==> config.mk <==
export PLATFORM = sky130hd
export DESIGN_NAME = led_pattern_gen
export DESIGN_NICKNAME = d
export VERILOG_FILES = /design/src/rtl/led_pattern_pkg.sv /design/src/rtl/led_pattern_gen_tick_prescaler.sv /design/src/rtl/led_pattern_gen.sv
export SDC_FILE = /design/constraint.sdc
export NUM_CORES = 1
export LEC_CHECK = 0
export CAP_MARGIN = 40
export CELL_PAD_IN_SITES_DETAIL_PLACEMENT = 0
export CELL_PAD_IN_SITES_GLOBAL_PLACEMENT = 1
export CORE_ASPECT_RATIO = 0.6
export CORE_UTILIZATION = 40
export CTS_CLUSTER_SIZE = 25
export DETAILED_ROUTE_END_ITERATION = 8
export PLACE_DENSITY = 0.66
export SLEW_MARGIN = 20
export SYNTH_ARGS = -nofsm -noshare
export SYNTH_HDL_FRONTEND = slang
export SYNTH_HIERARCHICAL = 1
export SYNTH_SLANG_ARGS = --single-unit
export TNS_END_PERCENT = 20
==> constraint.sdc <==
create_clock -name i_Clk -period 9.4 [get_ports i_Clk]
set_input_delay 2.82 -clock i_Clk [delete_from_list [all_inputs] [get_ports i_Clk]]
set_output_delay 2.82 -clock i_Clk [all_outputs]
set_load 0.005 [all_outputs]
==> src/rtl/led_pattern_pkg.sv <==
// led_pattern_pkg: mode codes and bounce/breathe direction shared by the LED pattern generator
package led_pattern_pkg;
    localparam int MODE_W = 2;
    localparam logic [MODE_W-1:0] MODE_BIN     = 2'd0;
    localparam logic [MODE_W-1:0] MODE_CHASE   = 2'd1;
    localparam logic [MODE_W-1:0] MODE_BOUNCE  = 2'd2;
    localparam logic [MODE_W-1:0] MODE_BREATHE = 2'd3;
    typedef enum logic {DIR_UP, DIR_DOWN} dir_e;
endpackage

==> src/rtl/led_pattern_gen_tick_prescaler.sv <==
// tick_prescaler: divides the clock into a one-cycle step tick every DIV cycles
module tick_prescaler #(
    parameter int DIV = 2
) (
    input  logic i_Clk,
    input  logic i_Rst_L,
    input  logic i_Clear,
    input  logic i_En,
    output logic o_Tick
);
    localparam int CW = (DIV > 1) ? $clog2(DIV) : 1;
    localparam logic [CW-1:0] LAST = CW'(DIV - 1);
    logic [CW-1:0] cnt;
    assign o_Tick = i_En && !i_Clear && cnt == LAST;
    always_ff @(posedge i_Clk or negedge i_Rst_L) begin
        if (!i_Rst_L) cnt <= '0;
        else if (i_Clear) cnt <= '0;
        else if (i_En) cnt <= (cnt == LAST) ? '0 : cnt + 1'b1;
    end
endmodule

==> src/rtl/led_pattern_gen.sv <==
// led_pattern_gen: run-time selectable LED patterns (binary, chase, bounce, PWM breathe)
module led_pattern_gen
    import led_pattern_pkg::*;
#(
    parameter int NUM_LEDS  = 4,
    parameter int CLK_HZ    = 25_000_000,
    parameter int STEP_HZ   = 4,
    parameter int PWM_BITS  = 8,
    parameter int DUTY_STEP = 16
) (
    input  logic                i_Clk,
    input  logic                i_Rst_L,
    input  logic [MODE_W-1:0]   i_Mode,
    input  logic                i_Pause,
    output logic                o_Tick,
    output logic [NUM_LEDS-1:0] o_LED
);
    localparam int DIV = CLK_HZ / STEP_HZ;
    localparam logic [PWM_BITS-1:0] DMAX  = '1;
    localparam logic [PWM_BITS-1:0] DSTEP = PWM_BITS'(DUTY_STEP);
    if (DIV < 2) begin : g_div_chk
        $error("led_pattern_gen: CLK_HZ/STEP_HZ must be >= 2");
    end
    logic [MODE_W-1:0]   mode_q;
    logic [NUM_LEDS-1:0] pat, pat_nxt, bnc;
    logic [PWM_BITS-1:0] duty, duty_nxt, pwm_cnt;
    logic [PWM_BITS:0]   sum;
    dir_e                dir, dir_nxt;
    logic                mode_chg;
    assign mode_chg = i_Mode != mode_q;
    tick_prescaler #(.DIV(DIV)) u_prescaler (
        .i_Clk   (i_Clk),
        .i_Rst_L (i_Rst_L),
        .i_Clear (mode_chg),
        .i_En    (!i_Pause),
        .o_Tick  (o_Tick)
    );
    // sum carries an extra bit so the breathe ramp can detect overshoot past DMAX
    always_comb begin
        sum = {1'b0, duty} + {1'b0, DSTEP};
        bnc = (NUM_LEDS == 1) ? pat : (dir == DIR_UP) ? pat << 1 : pat >> 1;
        pat_nxt = (mode_q == MODE_BIN)    ? pat + 1'b1 :
                  (mode_q == MODE_CHASE)  ? (pat << 1) | (pat >> (NUM_LEDS - 1)) :
                  (mode_q == MODE_BOUNCE) ? bnc : pat;
        duty_nxt = (mode_q != MODE_BREATHE) ? duty :
                   (dir == DIR_UP) ? (sum[PWM_BITS] ? DMAX : sum[PWM_BITS-1:0]) :
                   (duty < DSTEP) ? '0 : duty - DSTEP;
        dir_nxt = (mode_q == MODE_BOUNCE)  ? ((dir == DIR_UP) ? (bnc[NUM_LEDS-1] ? DIR_DOWN : DIR_UP)
                                                              : (bnc[0] ? DIR_UP : DIR_DOWN)) :
                  (mode_q == MODE_BREATHE) ? ((dir == DIR_UP) ? (sum[PWM_BITS] ? DIR_DOWN : DIR_UP)
                                                              : ((duty < DSTEP) ? DIR_UP : DIR_DOWN)) :
                  dir;
    end
    always_ff @(posedge i_Clk or negedge i_Rst_L) begin
        if (!i_Rst_L) begin
            mode_q  <= MODE_BIN;
            pat     <= '0;
            dir     <= DIR_UP;
            duty    <= '0;
            pwm_cnt <= '0;
            o_LED   <= '0;
        end else begin
            if (!i_Pause) begin
                pwm_cnt <= pwm_cnt + 1'b1;
                o_LED   <= (mode_q == MODE_BREATHE) ? {NUM_LEDS{pwm_cnt < duty}} : pat;
            end
            if (mode_chg) begin
                mode_q <= i_Mode;
                pat    <= (i_Mode == MODE_BIN) ? '0 : NUM_LEDS'(1);
                dir    <= DIR_UP;
                duty   <= '0;
            end else if (o_Tick) begin
                pat  <= pat_nxt;
                dir  <= dir_nxt;
                duty <= duty_nxt;
            end
        end
    end
endmodule
==> results list <==
- Initial standard-cell utilization of the core: 41.8%
* Total number of placement rows: 24
* Area of the mapped netlist: 3060 um^2
- The first TritonRoute pass finished after 5 iterations.
* WL per Instance: 16.5 um
- Routed wire length on met2: 2630 um
* Post-CTS Setup Repair Bufs: 0
- FMAX: 123 MHz
- Source of the critical timing path: i_Mode[0]
- Share of post-route cells with drive strength above 1: 8.26%
- Including well taps, the total number of placed cells is 435.
- Most used cells in the layout excluding fill and tap cells: sky130_fd_sc_hd__dfrtp_1, sky130_fd_sc_hd__nand2_1, sky130_fd_sc_hd__nor2_1
- Number of hold violations in the final report: 0
* Area post-placement: 3220 um^2
- Number of antenna violations at the first check in global routing: 0
* Port Buf Inserts: 9
- The synthesized netlist contains 65 unique library cells.
- Grouping stages by cell kind, the critical path spends the most delay in buffers and inverters.
- Max_slew headroom: 48.5%
- Crit path DAT: 5.29 ns
* Required @ worst endpoint: 6.58 ns
* Worst-skew pair later-pin latency: 0.29 ns
* Critical-path cell with the highest stage delay: sky130_fd_sc_hd__clkdlybuf4s50_1
- Hold buffer count at CTS: 0
- Post-route DRC: 0
- Entering global routing, the biggest net connects 48 pins.
- Crit path cell chain: clkdlybuf4s50_1, xnor2_1, nand2_1, buf_4, inv_1, and3_1, clkdlybuf4s50_1
* Most common library cell in the layout ignoring fill and taps: sky130_fd_sc_hd__dfrtp_1
- Worst flop-to-flop path endpoint: duty[5]
- Combined buffer and inverter count along the critical path: 4
* Buffer levels on the longest clock path: 2
* Final critical-path required period: 8.11 ns
- The setup check on the worst reg-to-reg path leaves a slack of 6.52 ns.
- The final max-slew violation count came to 0.
* PnR worst setup slack: 1.29 ns
- CTS Buf Count: 5
* Class of the worst hold path: reg2reg
* End of the critical path: o_Tick
* Run status: finished clean
- The detailed router finished its first iteration with 212 violations.
- Pwr per Cell Area: 166 nW/um^2
* WP depth: 7
- The Yosys step of the flow raised 6 warnings.
- All-layer global routing usage: 20.4%
* Top_reg_cell synth: sky130_fd_sc_hd__dfrtp_1
* Wire length on met3: 295 um
- Prior to clock tree synthesis, the placed netlist has a worst setup slack of 1.29 ns.
- Vias: 2510
- Compared with the post-synthesis result, the final layout area differs by 10.9%.
* Nets in the synthesized netlist: 357
* Global-route wire length before repair: 12600 um
* Final critical-path share of the clock period: 86.3%
* CTS HTree Levels: 2
- Async set-reset flop share out of synthesis: 100%
- Fin area: 3400 um^2
* Mapped Cells: 336
- Once the clock tree was built, the resizer swapped 0 gates to a different size.
- The synthesized design contains 0 enable-type register cells.
- Setup repair after global routing left no endpoint under its margin.
- The critical path in this run is classified as in2out.
- The worst register-to-register path begins at u_prescaler/cnt[15].
- The detail route stage leaves a number of antenna-violating nets equal to 0.
- The die is 115 um wide.
* Die Y: 69.8 um
- Averaged over all synthesized cells, the footprint is 9.12 um^2.
- TritonCTS built the clock tree.
- HPWL after detailed placement: 5160 um
- After detailed routing, the wire length on met1 is 4330 um.
- Clock tree synthesis found a total of 47 sinks.
- The worst register-to-register path has a depth of 8.
* Pin slew with the least headroom to its limit: 0.773 ns
- Startpoint type of the worst setup path: input port
* Cell seen most often among critical-path stages: sky130_fd_sc_hd__clkdlybuf4s50_1
- Synthesis inferred 47 register bits.
- Final setup violation count: 0
- Overall routed net length: 7300 um
* Number of diodes added for antenna fixing: 0
- Of all nets on the critical path, the largest fanout is 34.
- Sort of element at the end of the critical path: output pin
* Vias in the first global route: 2344
* Area of the core region: 7330 um^2
- Clk root buf: sky130_fd_sc_hd__clkbuf_16
- Layout Nets: 359
- Final sum of negative setup slack: 0 ns
- In this run the static leakage power is 0.00134 uW.
* Worst voltage drop across the vdd grid: 0.0988 mV
- Area enclosed by the die boundary: 8020 um^2
- Dividing the detail-routed via count by the number of cells gives 5.67.
- The congestion estimate from routability-driven global placement came to 0.812.
- Delay of the slowest critical-path stage: 0.57 ns
* Post-Route Skew: 0.00318 ns
- The highest layer touched by signal routing is met4.
* Overflow left after global routing: 0
- Sequential elements use 38.4% of the synthesized area.
* Top-level port count: 10
* Total of max-cap violations: 0
* Clk pin slew, worst setup/hold paths: 0.06 ns
- Cell Count, Final, Fillers Out: 443
## cell families (layout without fill, tap and decap cells)
logic type / Yosys count / after routing / synth area share [%]
DFF: 47 / 47 / 38.4
xor gates and xnor gates: 15 / 15 / 4.29
muxes: 8 / 8 / 2.86
buffers and inverters: 30 / 33 / 4.17
AOI/OAI and AO/OA: 76 / 76 / 16.3
and+or+nand+nor: 144 / 144 / 27.5
adders and majority gates: 16 / 16 / 6.54
## cells in the mapped netlist, drive strengths merged (2+ instances only)
master | n | share of area [%]
inv | 13 | 1.6
a211oi | 3 | 0.74
nor3b | 5 | 1.2
nand3 | 16 | 3.2
nand2 | 31 | 3.9
and3 | 7 | 1.4
o21ai | 23 | 3.8
mux2 | 3 | 1.2
nand4 | 16 | 3.3
o211a | 2 | 0.65
clkbuf | 12 | 1.5
and4 | 3 | 0.94
ha | 16 | 6.5
nor2 | 26 | 3.2
or3 | 3 | 0.61
nor3 | 11 | 2.0
and2 | 3 | 0.65
buf | 5 | 1.1
nand2b | 6 | 1.2
nor4 | 8 | 3.0
a2111o | 2 | 0.74
a311oi | 2 | 0.57
dfrtp | 47 | 38
mux2i | 5 | 1.6
xnor2 | 10 | 2.9
xor2 | 5 | 1.4
a32o | 6 | 2.0
a21oi | 24 | 4.0
a31o | 2 | 0.57
## layout make-up
type,count,area [um^2]
Fill cell,712,3930
Multi-Input combinational cell,259,1760
Sequential cell,47,1180
Clock buffer,6,139
Tap cell,104,130
Timing Repair Buffer,12,108
Inverter,13,48.8
Clock inverter,2,35.0
## power breakdown
part           leakage, uW  internal, uW  switching, uW
sequential        0.000634           223           22.6
combinational     0.000620          50.8           58.0
clock            0.0000868           132           76.2
## state kept, by name, summed over array words and instances (netlist names)
name / count
pwm_cnt: 8
u_prescaler/cnt: 23
mode_q: 2
duty: 5
dir: 1
pat: 4
o_LED: 4
## metrics by stage
stage / utilization, % / total power [uW] / hold WS, ns
detailed placement: 44.0 / 359 / 0.502
finish: 46.3 / 563 / 0.506
global placement: 44.0 / 358 / 0.475
global route: 46.3 / 599 / 0.536
floorplan: - / 318 / 0.449
CTS: 46.3 / 572 / 0.511
## how the worst min path moves through the flow
stage / startpoint / endpoint / slack [ns] / cells after the start
finish: pwm_cnt[6] / pwm_cnt[6] / 0.51 / 1
global route: pwm_cnt[7] / pwm_cnt[7] / 0.54 / 1
CTS: pwm_cnt[6] / pwm_cnt[6] / 0.51 / 1
detailed placement: pwm_cnt[6] / pwm_cnt[6] / 0.50 / 1
global placement: pwm_cnt[7] / pwm_cnt[7] / 0.47 / 1
floorplan: pwm_cnt[7] / pwm_cnt[7] / 0.45 / 1
## metal layers
| layer | GRT usage, % | vias up |
|---|---|---|
| met5 | 0 | - |
| met4 | 4.76 | 0 |
| met3 | 4.46 | 5 |
| met2 | 25.2 | 45 |
| met1 | 34.3 | 1216 |
| li1 | - | 1244 |
No activity file was read; power rests on OpenSTA's default activity.
